$ cat src/rtl/picobello_dummy_err_slv.sv
// picobello_dummy_err_slv
//
// Error endpoint for dummy (non-existent) mesh tiles. It sits behind the NoC
// router port and answers every stray AXI-style transaction with an error
// response, so a requester that wanders into an empty tile never hangs.
//
// Ports
//    clk_i, rst_i                        clock, async active-high reset
//    aw_valid_i/aw_ready_o, aw_id_i      write address (aw_len is not needed)
//    w_valid_i/w_ready_o, w_last_i       write data (payload is discarded)
//    b_valid_o/b_ready_i, b_id_o, b_resp_o
//    ar_valid_i/ar_ready_o, ar_id_i, ar_len_i
//    r_valid_o/r_ready_i, r_id_o, r_data_o, r_resp_o, r_last_o
//    err_cnt_o                           saturating count of terminated transactions
//
// Build option: define PICOBELLO_DUMMY_ERR_CNT_EN to implement err_cnt_o.
// Without it err_cnt_o is tied to zero and the counter is not built.
//
// Write FSM
//    state  | meaning
//    W_IDLE | aw_ready_o high, waiting for a write address
//    W_DATA | w_ready_o high, draining beats until w_last_i
//    W_RESP | b_valid_o high with the captured ID
// Read FSM
//    state  | meaning
//    R_IDLE | ar_ready_o high, waiting for a read address
//    R_DATA | r_valid_o high, one zero beat per handshake, len+1 beats

module picobello_dummy_err_slv #(
   parameter int unsigned IdWidth   = 4,
   parameter int unsigned DataWidth = 64,
   parameter logic [1:0]  ErrResp   = 2'b11
) (
   input  logic                 clk_i,
   input  logic                 rst_i,
   input  logic                 aw_valid_i,
   output logic                 aw_ready_o,
   input  logic [IdWidth-1:0]   aw_id_i,
   input  logic                 w_valid_i,
   output logic                 w_ready_o,
   input  logic                 w_last_i,
   output logic                 b_valid_o,
   input  logic                 b_ready_i,
   output logic [IdWidth-1:0]   b_id_o,
   output logic [1:0]           b_resp_o,
   input  logic                 ar_valid_i,
   output logic                 ar_ready_o,
   input  logic [IdWidth-1:0]   ar_id_i,
   input  logic [7:0]           ar_len_i,
   output logic                 r_valid_o,
   input  logic                 r_ready_i,
   output logic [IdWidth-1:0]   r_id_o,
   output logic [DataWidth-1:0] r_data_o,
   output logic [1:0]           r_resp_o,
   output logic                 r_last_o,
   output logic [15:0]          err_cnt_o
);

   typedef enum logic [1:0] {W_IDLE, W_DATA, W_RESP} w_state_e;
   typedef enum logic       {R_IDLE, R_DATA}         r_state_e;

   w_state_e           w_state_q, w_state_d;
   r_state_e           r_state_q, r_state_d;
   logic [IdWidth-1:0] w_id_q;
   logic [IdWidth-1:0] r_id_q;
   logic [7:0]         r_len_q;
   logic [7:0]         r_cnt_q;
   logic               rdy_en_q;

   logic aw_hs, w_hs, b_hs, ar_hs, r_hs, r_done_hs;

   // Address readies stay low during reset and rise on the first edge after
   // release, so nothing is accepted while the block is still coming up.
   always_ff @(posedge clk_i or posedge rst_i) begin
      if (rst_i) rdy_en_q <= 1'b0;
      else       rdy_en_q <= 1'b1;
   end

   assign aw_hs     = aw_valid_i & aw_ready_o;
   assign w_hs      = w_valid_i & w_ready_o;
   assign b_hs      = b_valid_o & b_ready_i;
   assign ar_hs     = ar_valid_i & ar_ready_o;
   assign r_hs      = r_valid_o & r_ready_i;
   assign r_done_hs = r_hs & r_last_o;

   // ---------------- write path ----------------
   always_ff @(posedge clk_i or posedge rst_i) begin
      if (rst_i) begin
         w_state_q <= W_IDLE;
         w_id_q    <= '0;
      end else begin
         w_state_q <= w_state_d;
         if (aw_hs) w_id_q <= aw_id_i;
      end
   end

   always_comb begin
      w_state_d  = w_state_q;
      aw_ready_o = 1'b0;
      w_ready_o  = 1'b0;
      b_valid_o  = 1'b0;
      case (w_state_q)
         W_IDLE: begin
            aw_ready_o = rdy_en_q;
            if (aw_hs) w_state_d = W_DATA;
         end
         W_DATA: begin
            w_ready_o = 1'b1;
            if (w_hs && w_last_i) w_state_d = W_RESP;
         end
         W_RESP: begin
            b_valid_o = 1'b1;
            if (b_ready_i) w_state_d = W_IDLE;
         end
         default: w_state_d = W_IDLE;
      endcase
   end

   assign b_id_o   = w_id_q;
   assign b_resp_o = ErrResp;

   // ---------------- read path ----------------
   always_ff @(posedge clk_i or posedge rst_i) begin
      if (rst_i) begin
         r_state_q <= R_IDLE;
         r_id_q    <= '0;
         r_len_q   <= '0;
         r_cnt_q   <= '0;
      end else begin
         r_state_q <= r_state_d;
         if (ar_hs) begin
            r_id_q  <= ar_id_i;
            r_len_q <= ar_len_i;
            r_cnt_q <= '0;
         end else if (r_hs) begin
            // Wraps 255->0 only on the final beat of a 256-beat burst,
            // when the FSM is leaving R_DATA anyway.
            r_cnt_q <= r_cnt_q + 8'd1;
         end
      end
   end

   always_comb begin
      r_state_d  = r_state_q;
      ar_ready_o = 1'b0;
      r_valid_o  = 1'b0;
      case (r_state_q)
         R_IDLE: begin
            ar_ready_o = rdy_en_q;
            if (ar_hs) r_state_d = R_DATA;
         end
         R_DATA: begin
            r_valid_o = 1'b1;
            if (r_ready_i && r_last_o) r_state_d = R_IDLE;
         end
         default: r_state_d = R_IDLE;
      endcase
   end

   assign r_id_o   = r_id_q;
   assign r_data_o = '0;
   assign r_resp_o = ErrResp;
   assign r_last_o = (r_state_q == R_DATA) && (r_cnt_q == r_len_q);

   // ---------------- error counter ----------------
`ifdef PICOBELLO_DUMMY_ERR_CNT_EN
   logic [15:0] err_cnt_q;
   logic [1:0]  err_inc;
   logic [16:0] err_sum;

   assign err_inc = {1'b0, b_hs} + {1'b0, r_done_hs};
   assign err_sum = {1'b0, err_cnt_q} + {15'd0, err_inc};

   always_ff @(posedge clk_i or posedge rst_i) begin
      if (rst_i)           err_cnt_q <= '0;
      else if (err_sum[16]) err_cnt_q <= 16'hFFFF;
      else                 err_cnt_q <= err_sum[15:0];
   end

   assign err_cnt_o = err_cnt_q;
`else
   assign err_cnt_o = '0;
`endif

endmodule
$ cat config.mk
export PLATFORM = sky130hd
export DESIGN_NAME = picobello_dummy_err_slv
export DESIGN_NICKNAME = d
export VERILOG_FILES = /design/src/rtl/picobello_dummy_err_slv.sv
export SDC_FILE = /design/constraint.sdc
export NUM_CORES = 1
export LEC_CHECK = 0
export BUFFER_PORTS_ARGS = -buffer_cell sky130_fd_sc_hd__buf_4
export CORE_MARGIN = 2
export CORE_UTILIZATION = 46
export DETAILED_ROUTE_END_ITERATION = 7
export HOLD_SLACK_MARGIN = 0.15
export PLACE_DENSITY = 0.95
export SYNTH_ARGS = -nofsm -noshare
export SYNTH_HDL_FRONTEND = slang
export SYNTH_SLANG_ARGS = --single-unit
$ cat constraint.sdc
create_clock -name clk_i -period 3.3 [get_ports clk_i]
set_input_delay 0.495 -clock clk_i [delete_from_list [all_inputs] [get_ports clk_i]]
set_output_delay 0.495 -clock clk_i [all_outputs]
set_load 0.01 [all_outputs]
Word level (Yosys, flattened, before mapping). Index checks and enable logic that the tools add are counted.

Memories: 0. Logic and storage cells: 39. Memory bits (read-only): 0. Memory bits (writable): 0. Bits in latches: 0. Output and inout port bits: 98. Register bits: 28. Input bits: 24.

Multiplexer cells: 14. Multiply operators: 0. Reduce and logical (&&, ||, !) cells: 6. Order comparisons: 0. Div/mod/pow operators: 0. Eq/ne operators: 6. Add/sub/neg operators: 1. Bitwise operators: 5. Shifts and indexed selects: 0.

Operators by type and width (count): 8-bit 2-to-1 mux (2); 8-bit by 1-bit adder with 8-bit output, second input constant (1); 8-bit equality test (1); 1-bit 2-to-1 mux (7); 2-bit 2-to-1 mux (3); 2-bit != test, second input constant (3); 2-bit one-hot mux with 3 select lines (1); 1-bit AND (4); 1-bit logical AND (3); 3-bit AND reduction (1); 2-bit by 1-bit equality test with 1-bit output, second input constant (1); 2-bit equality test, second input constant (1); 2-bit zero test (1); 1-bit one-hot mux with 2 select lines (1); 2-bit nonzero test (1); 1-bit inverter (1).

Longest topological paths before layout.
Word-level depth: 6. Gate-level depth with buffers: 4. Depth with buffers taken out: 4.

Worst setup path after synthesis. OpenSTA, ideal clock, no wires.

Kind: flip-flop to output port. Start point: register r_cnt_q[0]. End point: output port r_last_o. Setup slack: 1644 ps. Buffers on the path: 0. Data arrival time: 1161 ps. Cell stages (with the launch flop): 4. Required time: 2805 ps. Cells stage by stage: dfrtp_1 -> xor2_1 -> nor4_1 -> and4_2.

Longest elaborated chain between the ends: 2.

RTL lines: from (decl) (RTL line 67) `logic [7:0] r_cnt_q;`; from (signal assigned) (RTL line 138) `r_cnt_q <= r_cnt_q + 8'd1;`; 8-bit equality test (RTL line 163) `assign r_last_o = (r_state_q == R_DATA) && (r_cnt_q == r_len_q);`; 1-bit logical AND (RTL line 163); to (decl) (RTL line 55) `output logic r_last_o,`.

Every way passes these cells.

Worst setup path in the final report. Same ends and word-level chain as after synthesis.

==> impl_metrics.py <==
metrics = {
    "status": {
        "run_status": "completed",
    },
    "grt": {
        "grt_max_degree": 29,
        "overflow": 0,
        "antenna_found_initial": 0,
        "grt_pass1_vias": 1063,
        "grt_usage": 0.142,
        "grt_pass1_wl_um": 4820,
    },
    "floorplanning": {
        "die-area_um2": 4680,
        "ioPinCount": 122,
        "die-height_um": 68.4,
        "start_util": 0.478,
        "num_rows": 23,
        "core_area_um2": 4000,
        "die_w_um": 68.4,
    },
    "clock_tree": {
        "postCtsSetupBuffers": 0,
        "cts_hold_buf": 0,
        "cts_buffer_depth": 2,
        "cts_made_buffers": 3,
        "clock_latency_ns": 0.28,
        "cts_tree": "built",
        "cts_resized": 0,
        "htree_levels": 1,
        "clk_pin_slew_ns": 0.09,
        "cts.sinks": 28,
        "cts_root_buffer": "clkbuf_8",
    },
    "setup_path": {
        "r2r_slack_ns": 1.76,
        "critPathMaxFanout": 6,
        "rr_worst_depth": 3,
        "worstSetupPathType": "reg -> out",
        "slowest_stage": "dfrtp_1",
        "reg2reg_to": "r_cnt_q[7]",
        "reg2reg_from": "r_state_q",
        "max_stage_delay_ns": 0.47,
        "worst_setup_path_start_kind": "flop",
        "cpLargestDelayFamily": "simple AND/OR/NAND/NOR gates",
        "cp-end-kind": "primary output",
        "crit_chain": "xor2_1 -> nor4_1 -> and4_2 -> buf_4",
        "worstPathArrival_ns": 1.75,
        "critical_path_buf_inv_count": 1,
        "cp_data_required_time_ns": 2.80,
    },
    "sta": {
        "whs_ns": 0.441,
        "final.period_utilization": 0.680,
        "finalSetupViolations": 0,
        "finalSetupTns_ns": 0,
        "finalHoldViolCount": 0,
        "min_period_ns": 2.24,
        "fmax_ghz": 0.445,
        "tightest_slew_ns": 1.02,
        "grt_setup_unrepaired": "no",
        "setup_slack_ns": 1.06,
        "clock_skew_ns": 0.00343,
        "slew-limit-headroom": 0.319,
        "maxSlewViolCount": 0,
    },
    "routing": {
        "routed_wl_um": 3160,
        "drcViolationCount": 0,
        "vias": 1147,
        "first_iter_violations": 17,
        "wl_per_cell_um": 11.3,
        "drtAntennaViolNets": 0,
        "routed_via_density": 4.11,
        "first_pass_iters": 4,
    },
    "synth": {
        "synth-main-ff-cell": "dfrtp_1",
        "synth_cell_types": 28,
        "netlist_instances": 191,
        "syn_area_um2": 1910,
        "syn_avg_cell_area_um2": 10.0,
        "synth-edff-count": 0,
        "synth-seq-cells": 28,
        "ys_async_sr_fraction": 1.00,
        "ys_warn_count": 0,
        "yosysSeqAreaShare": 0.367,
    },
    "layout": {
        "diodes": 0,
        "final_common_cell": "conb_1",
        "area_delta_synth_final_pct": 4.52,
        "num-nets-final": 255,
        "final_cell_mix": "85 x conb_1, 38 x buf_4, 28 x dfrtp_1",
        "fillers": 339,
        "drive_gt1_frac": 0.275,
    },
    "power": {
        "p_total_uw": 1400,
        "power_density_nw_per_um2": 703,
        "p_leak_uw": 0.00106,
        "vdd_ir_drop_max_uv": 461,
    },
    "hold_path": {
        "hold_path_class": "in -> reg",
        "min_path_cells": 2,
        "worstHoldStart": "ar_len_i[3]",
        "min_to": "r_len_q[3]",
    },
    "place": {
        "dp_slack_ns": 1.42,
        "place_hpwl_um": 2490,
        "gp_congestion": 0.736,
        "portBuffers": 37,
    },
    "job": {
        "maxCapViolCount": 0,
    },
}
-- through the flow --
stage	util	instance area, um^2	cells
2_1_floorplan	-	2220	274
3_5_place_dp	0.481	1930	275
3_3_place_gp	0.481	1930	275
6_report	0.499	2000	279
4_1_cts	0.499	2000	279
5_1_grt	0.499	2000	279
-- worst max path at each step --
stage                from  endpoint  slack, ns  cells past startpoint
6_report       r_cnt_q[0]  r_last_o       1.06                      4
4_1_cts        r_cnt_q[0]  r_last_o       1.05                      4
5_1_grt        r_cnt_q[0]  r_last_o       0.99                      4
3_5_place_dp   r_cnt_q[0]  r_last_o       1.42                      4
3_3_place_gp   r_cnt_q[0]  r_last_o       1.51                      4
2_1_floorplan  r_cnt_q[0]  r_last_o       1.64                      3
-- cell usage after synthesis (3+ instances only) --
library cell	count	area, um^2
o21ai_0	3	15.0
inv_1	4	15.0
xor2_1	10	87.6
mux2_2	16	180
nand3_1	5	25.0
nor2_1	5	18.8
buf_4	84	631
a21oi_1	7	35.0
dfrtp_1	28	701
nand2_1	5	18.8
-- where the power goes --
group | total (uW) | switching (uW) | internal [uW]
Combinational | 517 | 255 | 261
Sequential | 619 | 135 | 484
Clock | 268 | 105 | 163
-- sequential cells by signal (all words and copies together) (netlist names) --
signal	count
w_state_q	2
r_len_q	8
r_id_o	4
rdy_en_q	1
r_cnt_q	8
b_id_o	4
r_state_q	1
-- layout make-up --
type                            instances  area (um^2)  area share
Timing Repair Buffer                   38          285       0.143
Clock buffer                            3         41.3      0.0207
Multi-Input combinational cell        155          862       0.432
Inverter                                4         15.0     0.00752
Clock inverter                          1         30.0      0.0150
Sequential cell                        28          701       0.351
Tap cell                               50         62.6      0.0313
-- worst reg2reg max path, stage by stage (launching register included) --
cell	delay [ns]
dfrtp_1	0.54
nand4_4	0.18
or4_1	0.54
a21oi_1	0.20
-- metal layers --
metal  share of wire  vias up  global-route usage
li1                -      534                   -
met1            0.36      527               0.150
met2            0.52       71               0.238
met3           0.074       15              0.0313
met4           0.044        0               0.120
met5               0        -                   0
-- cells by family (layout without fill, tap and decap cells) --
logic type,Yosys count,in the layout,share of synthesized area
DFF,28,28,0.367
buffers and inverters,91,46,0.345
other,2,85,0.00393
and+or+nand+nor,28,28,0.0897
muxes,16,16,0.0943
xor gates and xnor gates,10,10,0.0458
AOI/OAI and AO/OA,15,15,0.0478
adders and majority gates,1,1,0.00655
(Power assumes the default switching activity.)
